$ cat config.mk
export PLATFORM = sky130hd
export DESIGN_NAME = mem_port_arbiter_flat
export DESIGN_NICKNAME = d
export VERILOG_FILES = /design/src/rtl/mem_port_arbiter_if.sv /design/src/rtl/mem_port_arbiter.sv /design/src/flat_wrapper.sv
export SDC_FILE = /design/constraint.sdc
export NUM_CORES = 1
export LEC_CHECK = 0
export CORE_ASPECT_RATIO = 0.7
export CORE_MARGIN = 1.5
export CORE_UTILIZATION = 40
export DETAILED_ROUTE_END_ITERATION = 8
export GPL_TIMING_DRIVEN = 0
export PLACE_DENSITY = 0.74
export SYNTH_ARGS = -nofsm -noshare
export SYNTH_HDL_FRONTEND = slang
export SYNTH_SLANG_ARGS = --single-unit
$ cat constraint.sdc
create_clock -name clk -period 3.2 [get_ports clk]
set_input_delay 0.96 -clock clk [delete_from_list [all_inputs] [get_ports clk]]
set_output_delay 0.96 -clock clk [all_outputs]
set_load 0.005 [all_outputs]
$ cat src/rtl/mem_port_arbiter_if.sv
// Bus bundle between the core's fetch/load-store ports, the arbiter and memory.
// The arbiter takes the slave view; the core-plus-memory side takes the master view.
interface mem_port_arbiter_if;
  logic        imem_req;
  logic [31:0] imem_addr;
  logic        imem_ready;
  logic        imem_rvalid;
  logic [31:0] imem_rdata;

  logic        dmem_req;
  logic        dmem_we;
  logic [2:0]  dmem_funct3;
  logic [31:0] dmem_addr;
  logic [31:0] dmem_wdata;
  logic        dmem_ready;
  logic        dmem_rvalid;
  logic [31:0] dmem_rdata;
  logic        dmem_err;

  logic [31:0] mem_addr;
  logic [3:0]  mem_rmask;
  logic [3:0]  mem_wmask;
  logic [31:0] mem_wdata;
  logic [31:0] mem_rdata;
  logic        mem_resp;

  modport slave (
    input  imem_req, imem_addr,
    output imem_ready, imem_rvalid, imem_rdata,
    input  dmem_req, dmem_we, dmem_funct3, dmem_addr, dmem_wdata,
    output dmem_ready, dmem_rvalid, dmem_rdata, dmem_err,
    output mem_addr, mem_rmask, mem_wmask, mem_wdata,
    input  mem_rdata, mem_resp
  );

  modport master (
    output imem_req, imem_addr,
    input  imem_ready, imem_rvalid, imem_rdata,
    output dmem_req, dmem_we, dmem_funct3, dmem_addr, dmem_wdata,
    input  dmem_ready, dmem_rvalid, dmem_rdata, dmem_err,
    input  mem_addr, mem_rmask, mem_wmask, mem_wdata,
    output mem_rdata, mem_resp
  );
endinterface

$ cat src/rtl/mem_port_arbiter.sv
// Arbitrates instruction fetch and load/store onto one single-ported memory,
// generating byte lanes, shifting store data and extending load data.
module mem_port_arbiter #(
  parameter bit FAIR = 1'b1
) (
  input logic              clk,
  input logic              rst_n,
  mem_port_arbiter_if.slave bus
);
  typedef enum logic [1:0] {IDLE, BUSY_I, BUSY_D, ERR} state_t;

  state_t      state;
  logic        last_grant_d;
  logic [2:0]  f3_q;
  logic [1:0]  off_q;
  logic        we_q;

  logic        grant_i, grant_d;
  logic [1:0]  d_off;
  logic [3:0]  d_mask;
  logic        d_bad;
  logic [31:0] d_wdata;
  logic [31:0] ld_shift, ld_data;

  always_comb begin
    grant_i = 1'b0;
    grant_d = 1'b0;
    if (rst_n && state == IDLE) begin
      if (bus.imem_req && (!bus.dmem_req || (FAIR && last_grant_d)))
        grant_i = 1'b1;
      else if (bus.dmem_req)
        grant_d = 1'b1;
    end
  end

  assign bus.imem_ready = grant_i;
  assign bus.dmem_ready = grant_d;

  always_comb begin
    d_off = bus.dmem_addr[1:0];
    case (bus.dmem_funct3[1:0])
      2'b00:   d_mask = 4'b0001 << d_off;
      2'b01:   d_mask = 4'b0011 << d_off;
      default: d_mask = 4'b1111;
    endcase
    d_bad = 1'b0;
    if (bus.dmem_funct3[1:0] == 2'b01 && d_off[0]) d_bad = 1'b1;
    if (bus.dmem_funct3[1:0] == 2'b10 && d_off != 2'b00) d_bad = 1'b1;
    if (bus.dmem_we) begin
      if (bus.dmem_funct3 > 3'b010) d_bad = 1'b1;
    end else if (bus.dmem_funct3[1:0] == 2'b11 || bus.dmem_funct3 == 3'b110) begin
      d_bad = 1'b1;
    end
    d_wdata = bus.dmem_wdata << {d_off, 3'b000};
  end

  always_comb begin
    ld_shift = bus.mem_rdata >> {off_q, 3'b000};
    case (f3_q)
      3'b000:  ld_data = {{24{ld_shift[7]}}, ld_shift[7:0]};
      3'b001:  ld_data = {{16{ld_shift[15]}}, ld_shift[15:0]};
      3'b100:  ld_data = {24'h0, ld_shift[7:0]};
      3'b101:  ld_data = {16'h0, ld_shift[15:0]};
      default: ld_data = ld_shift;
    endcase
  end

  always_ff @(posedge clk or negedge rst_n) begin
    if (!rst_n) begin
      state           <= IDLE;
      last_grant_d    <= 1'b1;
      f3_q            <= '0;
      off_q           <= '0;
      we_q            <= 1'b0;
      bus.mem_addr    <= '0;
      bus.mem_rmask   <= '0;
      bus.mem_wmask   <= '0;
      bus.mem_wdata   <= '0;
      bus.imem_rvalid <= 1'b0;
      bus.imem_rdata  <= '0;
      bus.dmem_rvalid <= 1'b0;
      bus.dmem_rdata  <= '0;
      bus.dmem_err    <= 1'b0;
    end else begin
      bus.imem_rvalid <= 1'b0;
      bus.dmem_rvalid <= 1'b0;
      bus.dmem_err    <= 1'b0;
      case (state)
        IDLE: begin
          if (grant_i) begin
            state         <= BUSY_I;
            last_grant_d  <= 1'b0;
            bus.mem_addr  <= {bus.imem_addr[31:2], 2'b00};
            bus.mem_rmask <= 4'b1111;
            bus.mem_wmask <= '0;
            bus.mem_wdata <= '0;
          end else if (grant_d) begin
            last_grant_d <= 1'b1;
            f3_q         <= bus.dmem_funct3;
            off_q        <= d_off;
            we_q         <= bus.dmem_we;
            // Rejected accesses park in ERR and leave the memory bus idle.
            if (d_bad) begin
              state <= ERR;
            end else begin
              state         <= BUSY_D;
              bus.mem_addr  <= {bus.dmem_addr[31:2], 2'b00};
              bus.mem_rmask <= bus.dmem_we ? 4'b0000 : d_mask;
              bus.mem_wmask <= bus.dmem_we ? d_mask : 4'b0000;
              bus.mem_wdata <= bus.dmem_we ? d_wdata : 32'h0;
            end
          end
        end
        BUSY_I: begin
          if (bus.mem_resp) begin
            state           <= IDLE;
            bus.imem_rvalid <= 1'b1;
            bus.imem_rdata  <= bus.mem_rdata;
            bus.mem_addr    <= '0;
            bus.mem_rmask   <= '0;
            bus.mem_wmask   <= '0;
            bus.mem_wdata   <= '0;
          end
        end
        BUSY_D: begin
          if (bus.mem_resp) begin
            state           <= IDLE;
            bus.dmem_rvalid <= 1'b1;
            bus.dmem_rdata  <= we_q ? 32'h0 : ld_data;
            bus.mem_addr    <= '0;
            bus.mem_rmask   <= '0;
            bus.mem_wmask   <= '0;
            bus.mem_wdata   <= '0;
          end
        end
        ERR: begin
          state           <= IDLE;
          bus.dmem_rvalid <= 1'b1;
          bus.dmem_err    <= 1'b1;
          bus.dmem_rdata  <= '0;
        end
        default: state <= IDLE;
      endcase
    end
  end
endmodule

$ cat src/flat_wrapper.sv
// flat-port wrapper written by rule: the top's interface ports become plain ports
module mem_port_arbiter_flat 
#(
  parameter bit FAIR = 1'b1
)
  (clk, rst_n, bus_imem_req, bus_imem_addr, bus_imem_ready, bus_imem_rvalid, bus_imem_rdata, bus_dmem_req, bus_dmem_we, bus_dmem_funct3, bus_dmem_addr, bus_dmem_wdata, bus_dmem_ready, bus_dmem_rvalid, bus_dmem_rdata, bus_dmem_err, bus_mem_addr, bus_mem_rmask, bus_mem_wmask, bus_mem_wdata, bus_mem_rdata, bus_mem_resp);
  mem_port_arbiter_if bus_i ();
  input logic clk;
  input logic rst_n;
  input wire logic [$bits(bus_i.imem_req)-1:0] bus_imem_req;
  input wire logic [$bits(bus_i.imem_addr)-1:0] bus_imem_addr;
  output wire logic [$bits(bus_i.imem_ready)-1:0] bus_imem_ready;
  output wire logic [$bits(bus_i.imem_rvalid)-1:0] bus_imem_rvalid;
  output wire logic [$bits(bus_i.imem_rdata)-1:0] bus_imem_rdata;
  input wire logic [$bits(bus_i.dmem_req)-1:0] bus_dmem_req;
  input wire logic [$bits(bus_i.dmem_we)-1:0] bus_dmem_we;
  input wire logic [$bits(bus_i.dmem_funct3)-1:0] bus_dmem_funct3;
  input wire logic [$bits(bus_i.dmem_addr)-1:0] bus_dmem_addr;
  input wire logic [$bits(bus_i.dmem_wdata)-1:0] bus_dmem_wdata;
  output wire logic [$bits(bus_i.dmem_ready)-1:0] bus_dmem_ready;
  output wire logic [$bits(bus_i.dmem_rvalid)-1:0] bus_dmem_rvalid;
  output wire logic [$bits(bus_i.dmem_rdata)-1:0] bus_dmem_rdata;
  output wire logic [$bits(bus_i.dmem_err)-1:0] bus_dmem_err;
  output wire logic [$bits(bus_i.mem_addr)-1:0] bus_mem_addr;
  output wire logic [$bits(bus_i.mem_rmask)-1:0] bus_mem_rmask;
  output wire logic [$bits(bus_i.mem_wmask)-1:0] bus_mem_wmask;
  output wire logic [$bits(bus_i.mem_wdata)-1:0] bus_mem_wdata;
  input wire logic [$bits(bus_i.mem_rdata)-1:0] bus_mem_rdata;
  input wire logic [$bits(bus_i.mem_resp)-1:0] bus_mem_resp;
  assign bus_i.imem_req = bus_imem_req;
  assign bus_i.imem_addr = bus_imem_addr;
  assign bus_imem_ready = bus_i.imem_ready;
  assign bus_imem_rvalid = bus_i.imem_rvalid;
  assign bus_imem_rdata = bus_i.imem_rdata;
  assign bus_i.dmem_req = bus_dmem_req;
  assign bus_i.dmem_we = bus_dmem_we;
  assign bus_i.dmem_funct3 = bus_dmem_funct3;
  assign bus_i.dmem_addr = bus_dmem_addr;
  assign bus_i.dmem_wdata = bus_dmem_wdata;
  assign bus_dmem_ready = bus_i.dmem_ready;
  assign bus_dmem_rvalid = bus_i.dmem_rvalid;
  assign bus_dmem_rdata = bus_i.dmem_rdata;
  assign bus_dmem_err = bus_i.dmem_err;
  assign bus_mem_addr = bus_i.mem_addr;
  assign bus_mem_rmask = bus_i.mem_rmask;
  assign bus_mem_wmask = bus_i.mem_wmask;
  assign bus_mem_wdata = bus_i.mem_wdata;
  assign bus_i.mem_rdata = bus_mem_rdata;
  assign bus_i.mem_resp = bus_mem_resp;
  mem_port_arbiter #(.FAIR(FAIR)) u_core (.clk(clk), .rst_n(rst_n), .bus(bus_i));
endmodule
==> results of run 1 <==
final cells by class:
cell class	instances	area share [%]
timing repair buffer	276	25.6
clock buffer	22	4.42
clock inverter	10	0.850
sequential	146	32.7
multi-input combinational	451	30.6
buffer	56	2.63
inverter	16	0.548
tap	236	2.64
path summary, 6_finish.rpt:
path                                          start                   endpoint  slack, ns  cells past startpoint
hold reg to reg            u_core.bus.dmem_rdata[5]   u_core.bus.dmem_rdata[5]       0.48                      2
max in group asynchronous                     rst_n   u_core.bus.mem_wdata[10]       2.17                      2
setup / recovery                       bus_imem_req             bus_imem_ready       0.06                      6
hold / removal                                rst_n  u_core.bus.dmem_rdata[26]       0.38                      1
setup reg to reg                    u_core.state[0]   u_core.bus.mem_wdata[20]       0.44                      7
min in group clk           u_core.bus.dmem_rdata[5]   u_core.bus.dmem_rdata[5]       0.48                      2
placed cells by master (no fill, tap or decap), drive strengths merged, types with 3 or more instances in the layout:
cell type and instances:
buf 24, clkbuf 56, inv 19, a221o 16
mux2i 43, dfrtp 145, clkinv 4, o2bb2ai 7
nor2 23, clkdlybuf4s50 269, nor2b 16, a2bb2oi 8
nand3 32, a21oi 50, ha 4, nand2 46
bufbuf 3, a211oi 16, mux2 101, o21ai 52
nor3 10
repair_timing:
action,in CTS,in global routing
cloned,3,0
resized for setup,11,1
endpoints found under the setup margin,72,1
setup buffers,0,0
worst max-delay path, cell delays in order:
cell and delay, ns:
sky130_fd_sc_hd__clkdlybuf4s50_1 0.44, sky130_fd_sc_hd__and3_1 0.19, sky130_fd_sc_hd__buf_4 0.15, sky130_fd_sc_hd__nand2_4 0.12
sky130_fd_sc_hd__inv_1 0.05, sky130_fd_sc_hd__dlygate4sd2_1 0.27
flip-flops by register name, indices dropped and copies added, names as in the netlist, 3 cells and up:
| register | count |
|---|---|
| u_core.bus.mem_wmask | 4 |
| u_core.bus.imem_rdata | 32 |
| u_core.bus.mem_addr | 30 |
| u_core.f3_q | 3 |
| u_core.bus.mem_wdata | 32 |
| u_core.bus.dmem_rdata | 32 |
| u_core.bus.mem_rmask | 4 |
logic make-up after synthesis:
| logic type | synth area share (%) |
|---|---|
| compound gates | 14.1 |
| mux | 21.8 |
| flops | 49.4 |
| simple gates | 9.21 |
| buf+inv | 4.75 |
| fa+ha+maj | 0.676 |
| other cells | 0.0507 |
power by group through the flow:
stage          clock network [mW]  logic (mW)  registers [mW]
2_1_floorplan                   0        2.25            3.06
3_5_place_dp                    0        4.62            3.04
3_3_place_gp                    0        4.57            3.01
5_1_grt                      2.09        5.01            3.11
4_1_cts                      2.01        4.67            3.02
6_report                     1.98        4.65            3.02
metal layers:
layer	up-vias	share of wire, %	wire length (um)	track usage, %
met5	-	0	0	0
met4	0	0.84	204	5.30
met3	17	9.8	2400	7.82
met2	268	43	10600	37.4
met1	3274	46	11200	35.9
li1	3008	-	-	-
==> results.rst, run 1 <==
.. list-table::
   :header-rows: 1

   * - Metric
     - Value
   * - Post-layout instance count excluding filler cells
     - about 1.2k
   * - VDD IR-drop max
     - roughly 0.00045 V
   * - Final core occ
     - between 60% and 70%
   * - Final Cycle Share
     - 98.2%
   * - Achievable frequency
     - ~320 MHz
   * - Area taken by flip-flops and latches
     - 3650 sq um
   * - Hold Buf Count CTS
     - 0
   * - Clock-pin slew of the registers on the worst-case setup and hold paths
     - approximately 0.070 ns
   * - Starting density of the core
     - between 40 and 50%
   * - DRT Pass-1 Iters
     - 5
   * - CTS tree
     - built
   * - Width of the die
     - 166 um
   * - Overall die area
     - ~19000 sq um
   * - Area added between synthesis and finish
     - 51.0%
   * - Number of standard cells after synthesis
     - 668
   * - Final routed wire length divided by cell count
     - 20.1 um
   * - Outcome
     - completed
   * - Maximum clock path buffer count
     - 2
   * - Number of I/O port buffers
     - 272
   * - Largest fanout on the critical path
     - 8
   * - DRC violation count after routing
     - 0
   * - DPL Wire Length
     - 17900 um
   * - Max-capacitance violation count
     - 0
   * - Most repeated cell in the gate-level netlist after synthesis
     - sky130_fd_sc_hd__dfrtp_1
   * - Per-cell via count in the routed design
     - between 5 and 6
   * - Post-Place Cells
     - ~1.2k
   * - Top cell types by occurrence after synthesis
     - 145 x sky130_fd_sc_hd__dfrtp_1, 82 x sky130_fd_sc_hd__mux2_2, 51 x sky130_fd_sc_hd__o21ai_0
   * - Power density normalized to cell area
     - about 860 nW/um^2
   * - Fillcell total
     - 1490
   * - Primary flip-flop cell chosen by synthesis mapping
     - sky130_fd_sc_hd__dfrtp_1
   * - Cell area after synthesis
     - 7400 sq um
   * - Library cell used as clock root buffer
     - sky130_fd_sc_hd__clkbuf_16
   * - FP Rows
     - 41
   * - Area share of the leading cell type in the synthesized netlist
     - 49.0%
   * - Worst Path Class, Setup
     - in -> out
   * - Leakage Power
     - 4.76 nW
   * - Fin crit period
     - 3.14 ns
   * - Worst Hold Slack
     - 0.383 ns
   * - Part of the Yosys area used for sequential elements
     - 49.4%
   * - Area of the core
     - 18100 sq um
   * - Sum of negative setup slack
     - 0 ns
   * - Share of power burned in combinational logic
     - between 40% and 50%
   * - Mean Syn Cell Area
     - 11.1 sq um
   * - Vias in the first global route
     - 6391
   * - Leading cell types by total area after synthesis
     - sky130_fd_sc_hd__dfrtp_1 49%, sky130_fd_sc_hd__mux2_2 12%, sky130_fd_sc_hd__mux2i_1 5.8%
   * - Total number of H-tree levels
     - 4
   * - Worst slew pin tran
     - 0.859 ns
   * - Unrepaired setup endpoints after global routing
     - no
   * - All-layer global routing usage
     - 25.1%
   * - Headroom to the max-slew limit
     - between 40% and 50%
   * - Clock buffers created by TritonCTS
     - 17
   * - Insertion delay of the later-clocked pin in the worst-skew pair
     - 0.41 ns
   * - Wire length of the first global-routing pass
     - 36400 um
   * - Antenna violations before repair
     - 0
   * - Height of the chip
     - ~120 um
   * - Warnings from Yosys
     - 0
   * - Antenna cell count
     - 0
   * - Clock sink total
     - 146
   * - Antenna-violating nets left
     - 0
   * - Synth Register Bits
     - about 150
   * - Final GP Congestion
     - 0.851
   * - Final Setup Violations
     - 0
   * - Crit path arrival time
     - between 2 and 2.5 ns
   * - Cell type with the largest total area after synthesis
     - sky130_fd_sc_hd__dfrtp_1
   * - NumNets Final
     - 1105
   * - Worst clock skew on the final layout
     - 0.0111 ns
   * - Crit path launch type
     - input pin
   * - Pre-CTS WS
     - -0.941 ns
   * - Number of unique standard cell types used by synthesis
     - 47
   * - Switching Share
     - 33.3%
   * - Post-route setup slack
     - 0.0584 ns
   * - Sequential cell fraction of total power
     - between 30% and 40%
   * - Data required time of the critical path
     - ~2.2 ns
   * - Proportion of layout cells with a drive suffix above 1
     - 15.5%
   * - Endpoint kind of the worst setup timing path
     - primary output
   * - Portion of total power attributed to the clock network
     - 20.5%
   * - Number of enable-type register cells in the synthesized netlist
     - 0
   * - Number of failing hold endpoints at the final stage
     - 0
   * - Finished layout cell area
     - 11200 sq um
   * - Classification of the worst-slack hold path
     - in -> async
   * - Final-report max-slew violation count
     - 0
   * - Cell area after placement
     - 10500 sq um
   * - Async S/R FF share, synth
     - 100%
   * - Net switching power figure
     - 3.21 mW
   * - Overall via count from detail_route
     - roughly 6.6k
   * - Maximum number of pins on one net before global-route repair
     - 47
   * - GRT overflow
     - 0
   * - P_int
     - 6.44 mW
   * - Ports
     - 278
   * - Power, Total
     - 9.65 mW
   * - Total routed wirelength
     - 24400 um
   * - Number of DRC violations after detailed-routing iteration 0
     - 402
   * - Multi-input gate area in the final layout
     - 3420 sq um
No activity file was read; power rests on OpenSTA's default activity.
==> inputs of run 2 (changes only) <==
--- a/config.mk
+++ b/config.mk
@@ -14,3 +14,4 @@
 export SYNTH_ARGS = -nofsm -noshare
 export SYNTH_HDL_FRONTEND = slang
 export SYNTH_SLANG_ARGS = --single-unit
+export TNS_END_PERCENT = 100
==> results of run 2 <==
No change in the layout: final DEF, timing and power equal those of run 1.
==> inputs of run 3 (changes only) <==
--- a/config.mk
+++ b/config.mk
@@ -5,12 +5,14 @@
 export SDC_FILE = /design/constraint.sdc
 export NUM_CORES = 1
 export LEC_CHECK = 0
+export CAP_MARGIN = 20
 export CORE_ASPECT_RATIO = 0.7
 export CORE_MARGIN = 1.5
 export CORE_UTILIZATION = 40
 export DETAILED_ROUTE_END_ITERATION = 8
 export GPL_TIMING_DRIVEN = 0
 export PLACE_DENSITY = 0.74
+export SETUP_SLACK_MARGIN = 0.15
 export SYNTH_ARGS = -nofsm -noshare
 export SYNTH_HDL_FRONTEND = slang
 export SYNTH_SLANG_ARGS = --single-unit
==> results.rst, run 3 (same netlist as run 1, synthesis figures left out) <==
.. list-table::
   :header-rows: 1

   * - Metric
     - Value
   * - Headroom to the max-slew limit
     - 41.7% (-1.0 points)
   * - Final Cycle Share
     - 91.4% (-6.8 points)
   * - Fillcell total
     - 1477 (-0.87%)
   * - Number of DRC violations after detailed-routing iteration 0
     - 418 (+4.0%)
   * - Width of the die
     - 166 um (unchanged)
   * - Worst slew pin tran
     - 0.874 ns (+0.0151 ns)
   * - Largest fanout on the critical path
     - 32 (+24)
   * - Crit path launch type
     - input pin
   * - Insertion delay of the later-clocked pin in the worst-skew pair
     - 0.41 ns (about the same)
   * - Top flop regs
     - u_core.bus.dmem_rdata: 32 flops, u_core.bus.imem_rdata: 32 flops, u_core.bus.mem_wdata: 32 flops
   * - Overall die area
     - 19300 sq um (unchanged)
   * - GRT overflow
     - 0 (unchanged)
   * - Area of the core
     - 18100 sq um (unchanged)
   * - Endpoint kind of the worst setup timing path
     - primary output
   * - Starting density of the core
     - 41.0% (unchanged)
   * - Worst Path Class, Setup
     - in -> out
   * - Achievable frequency
     - 342 MHz (+7.4%)
   * - Critical register-to-register path startpoint
     - u_core.state[0]
   * - All-layer global routing usage
     - 25.1% (unchanged)
   * - NumNets Final
     - 1109 (+0.36%)
   * - Data required time of the critical path
     - 2.24 ns (about the same)
   * - Final-report max-slew violation count
     - 0 (unchanged)
   * - Multi-input gate area in the final layout
     - 3430 sq um (+0.33%)
   * - Total number of H-tree levels
     - 4 (unchanged)
   * - Maximum number of pins on one net before global-route repair
     - 47 (unchanged)
   * - VDD IR-drop max
     - 0.000453 V (about the same)
   * - Crit path arrival time
     - 1.96 ns (-0.22 ns)
   * - Overall via count from detail_route
     - 6569 (+0.030%)
   * - Clock sink total
     - 146 (unchanged)
   * - Classification of the worst-slack hold path
     - in -> async
   * - Unrepaired setup endpoints after global routing
     - no
   * - Per-cell via count in the routed design
     - 5.40 (-0.30%)
   * - Post-Place Cells
     - 1178 (unchanged)
   * - Pre-CTS WS
     - -0.941 ns (unchanged)
   * - Final Setup Violations
     - 0 (unchanged)
   * - CTS tree
     - built
   * - Antenna violations before repair
     - 0 (unchanged)
   * - Number of I/O port buffers
     - 272 (unchanged)
   * - Crit Reg-Reg Endpoint
     - u_core.bus.mem_wdata[28]
   * - Number of failing hold endpoints at the final stage
     - 0 (unchanged)
   * - Area taken by flip-flops and latches
     - 3650 sq um (unchanged)
   * - Library cell used as clock root buffer
     - sky130_fd_sc_hd__clkbuf_16
   * - FP Rows
     - 41 (unchanged)
   * - Post-layout instance count excluding filler cells
     - 1217 (+0.33%)
   * - Total routed wirelength
     - 24500 um (+0.43%)
   * - Final GP Congestion
     - 0.851 (unchanged)
   * - Fin crit period
     - 2.92 ns (-0.217 ns)
   * - Height of the chip
     - 117 um (unchanged)
   * - Sum of negative setup slack
     - 0 ns (unchanged)
   * - Post-route setup slack
     - 0.276 ns (+0.217 ns)
   * - DPL Wire Length
     - 17900 um (unchanged)
   * - Max-capacitance violation count
     - 0 (unchanged)
   * - Internal reg-to-reg setup slack
     - 0.45 ns (about the same)
   * - Clock buffers created by TritonCTS
     - 17 (unchanged)
   * - Maximum clock path buffer count
     - 2 (unchanged)
   * - Most common cell after layout, fill and taps aside
     - sky130_fd_sc_hd__clkdlybuf4s50_1
   * - Power, Total
     - 9.72 mW (+0.74%)
   * - Worst reg-to-reg path cell count
     - 7 (unchanged)
   * - Final routed wire length divided by cell count
     - 20.1 um (+0.10%)
   * - Commonest cells after routing, fill and taps aside
     - 267 x sky130_fd_sc_hd__clkdlybuf4s50_1, 145 x sky130_fd_sc_hd__dfrtp_1, 82 x sky130_fd_sc_hd__mux2_2, 51 x sky130_fd_sc_hd__o21ai_0, 50 x sky130_fd_sc_hd__a21oi_1
   * - Wire length of the first global-routing pass
     - 36400 um (about the same)
   * - Power density normalized to cell area
     - 863 nW/um^2 (about the same)
   * - DRC violation count after routing
     - 0 (unchanged)
   * - Proportion of layout cells with a drive suffix above 1
     - 16.2% (+0.75 points)
   * - Vias in the first global route
     - 6394 (+0.047%)
   * - Area added between synthesis and finish
     - 52.2%
   * - Clock-pin slew of the registers on the worst-case setup and hold paths
     - 0.06 ns (about the same)
   * - Antenna-violating nets left
     - 0 (unchanged)
   * - Leakage Power
     - 4.80 nW (+0.74%)
   * - Outcome
     - completed
   * - Antenna cell count
     - 0 (unchanged)
   * - Ports
     - 278 (unchanged)
   * - Worst clock skew on the final layout
     - 0.0103 ns (-0.000840 ns)
   * - DRT Pass-1 Iters
     - 5 (unchanged)
## run 3: routing by layer
metal	share of wire, %	global-route usage [%]	routed length [um]
met1	46	35.9	11300
met2	44	37.4	10700
met3	9.4	7.82	2300
met4	0.89	5.30	217
met5	0	0	0
## run 3: timing repair
action | CTS | global route
cloned | 3 | 1
gates resized for setup | 19 | 4
hold buffers | 0 | 0
endpoints found under the hold margin | 0 | 0
buffers inserted | 1 | 2
pin swaps | 1 | 1
setup endpoints to repair | 72 | 58
## run 3: area by class of cell
| class | count | share of cell area, % |
|---|---|---|
| repair buffers | 280 | 26.0 |
| clock inverters | 10 | 0.844 |
| clock buffers | 22 | 4.39 |
| multi-input cells | 451 | 30.5 |
| plain buffers | 56 | 2.65 |
| inverters | 16 | 0.544 |
| flip-flops and latches | 146 | 32.4 |
| well taps | 236 | 2.62 |
## run 3: metrics by stage
step                hold WS (ns)  utilization (%)  area (sq um)
finish                     0.392             62.4         11300
global placement           0.464             57.7         10400
global route               0.382             62.4         11300
CTS                        0.376             62.0         11200
floorplan                  0.442                -          7410
detailed placement         0.470             57.9         10500
## run 3: where the power goes
group / internal, mW / switching (mW)
clock: 1.18 / 0.796
sequential: 2.61 / 0.412
combinational: 2.70 / 2.03
## run 3: worst max-delay path, stage by stage
cell and delay [ns]:
sky130_fd_sc_hd__buf_16 0.19, sky130_fd_sc_hd__buf_16 0.18, sky130_fd_sc_hd__and3_1 0.17, sky130_fd_sc_hd__buf_6 0.12, sky130_fd_sc_hd__nand2_8 0.07, sky130_fd_sc_hd__inv_1 0.06
sky130_fd_sc_hd__clkdlybuf4s15_2 0.21
## run 3: worst max path at each step
| stage | from | to | slack [ns] | cells past startpoint |
|---|---|---|---|---|
| 2_1_floorplan | bus_dmem_funct3[1] | u_core.bus.mem_wdata[20] | 0.54 | 6 |
| 3_3_place_gp | rst_n | u_core.bus.mem_wdata[19] | -6.90 | 6 |
| 3_5_place_dp | rst_n | bus_dmem_ready | -0.94 | 6 |
| 4_1_cts | bus_imem_req | bus_dmem_ready | 0.15 | 5 |
| 5_1_grt | bus_mem_resp | u_core.bus.dmem_rdata[31] | 0.16 | 7 |
| 6_report | rst_n | bus_imem_ready | 0.28 | 7 |
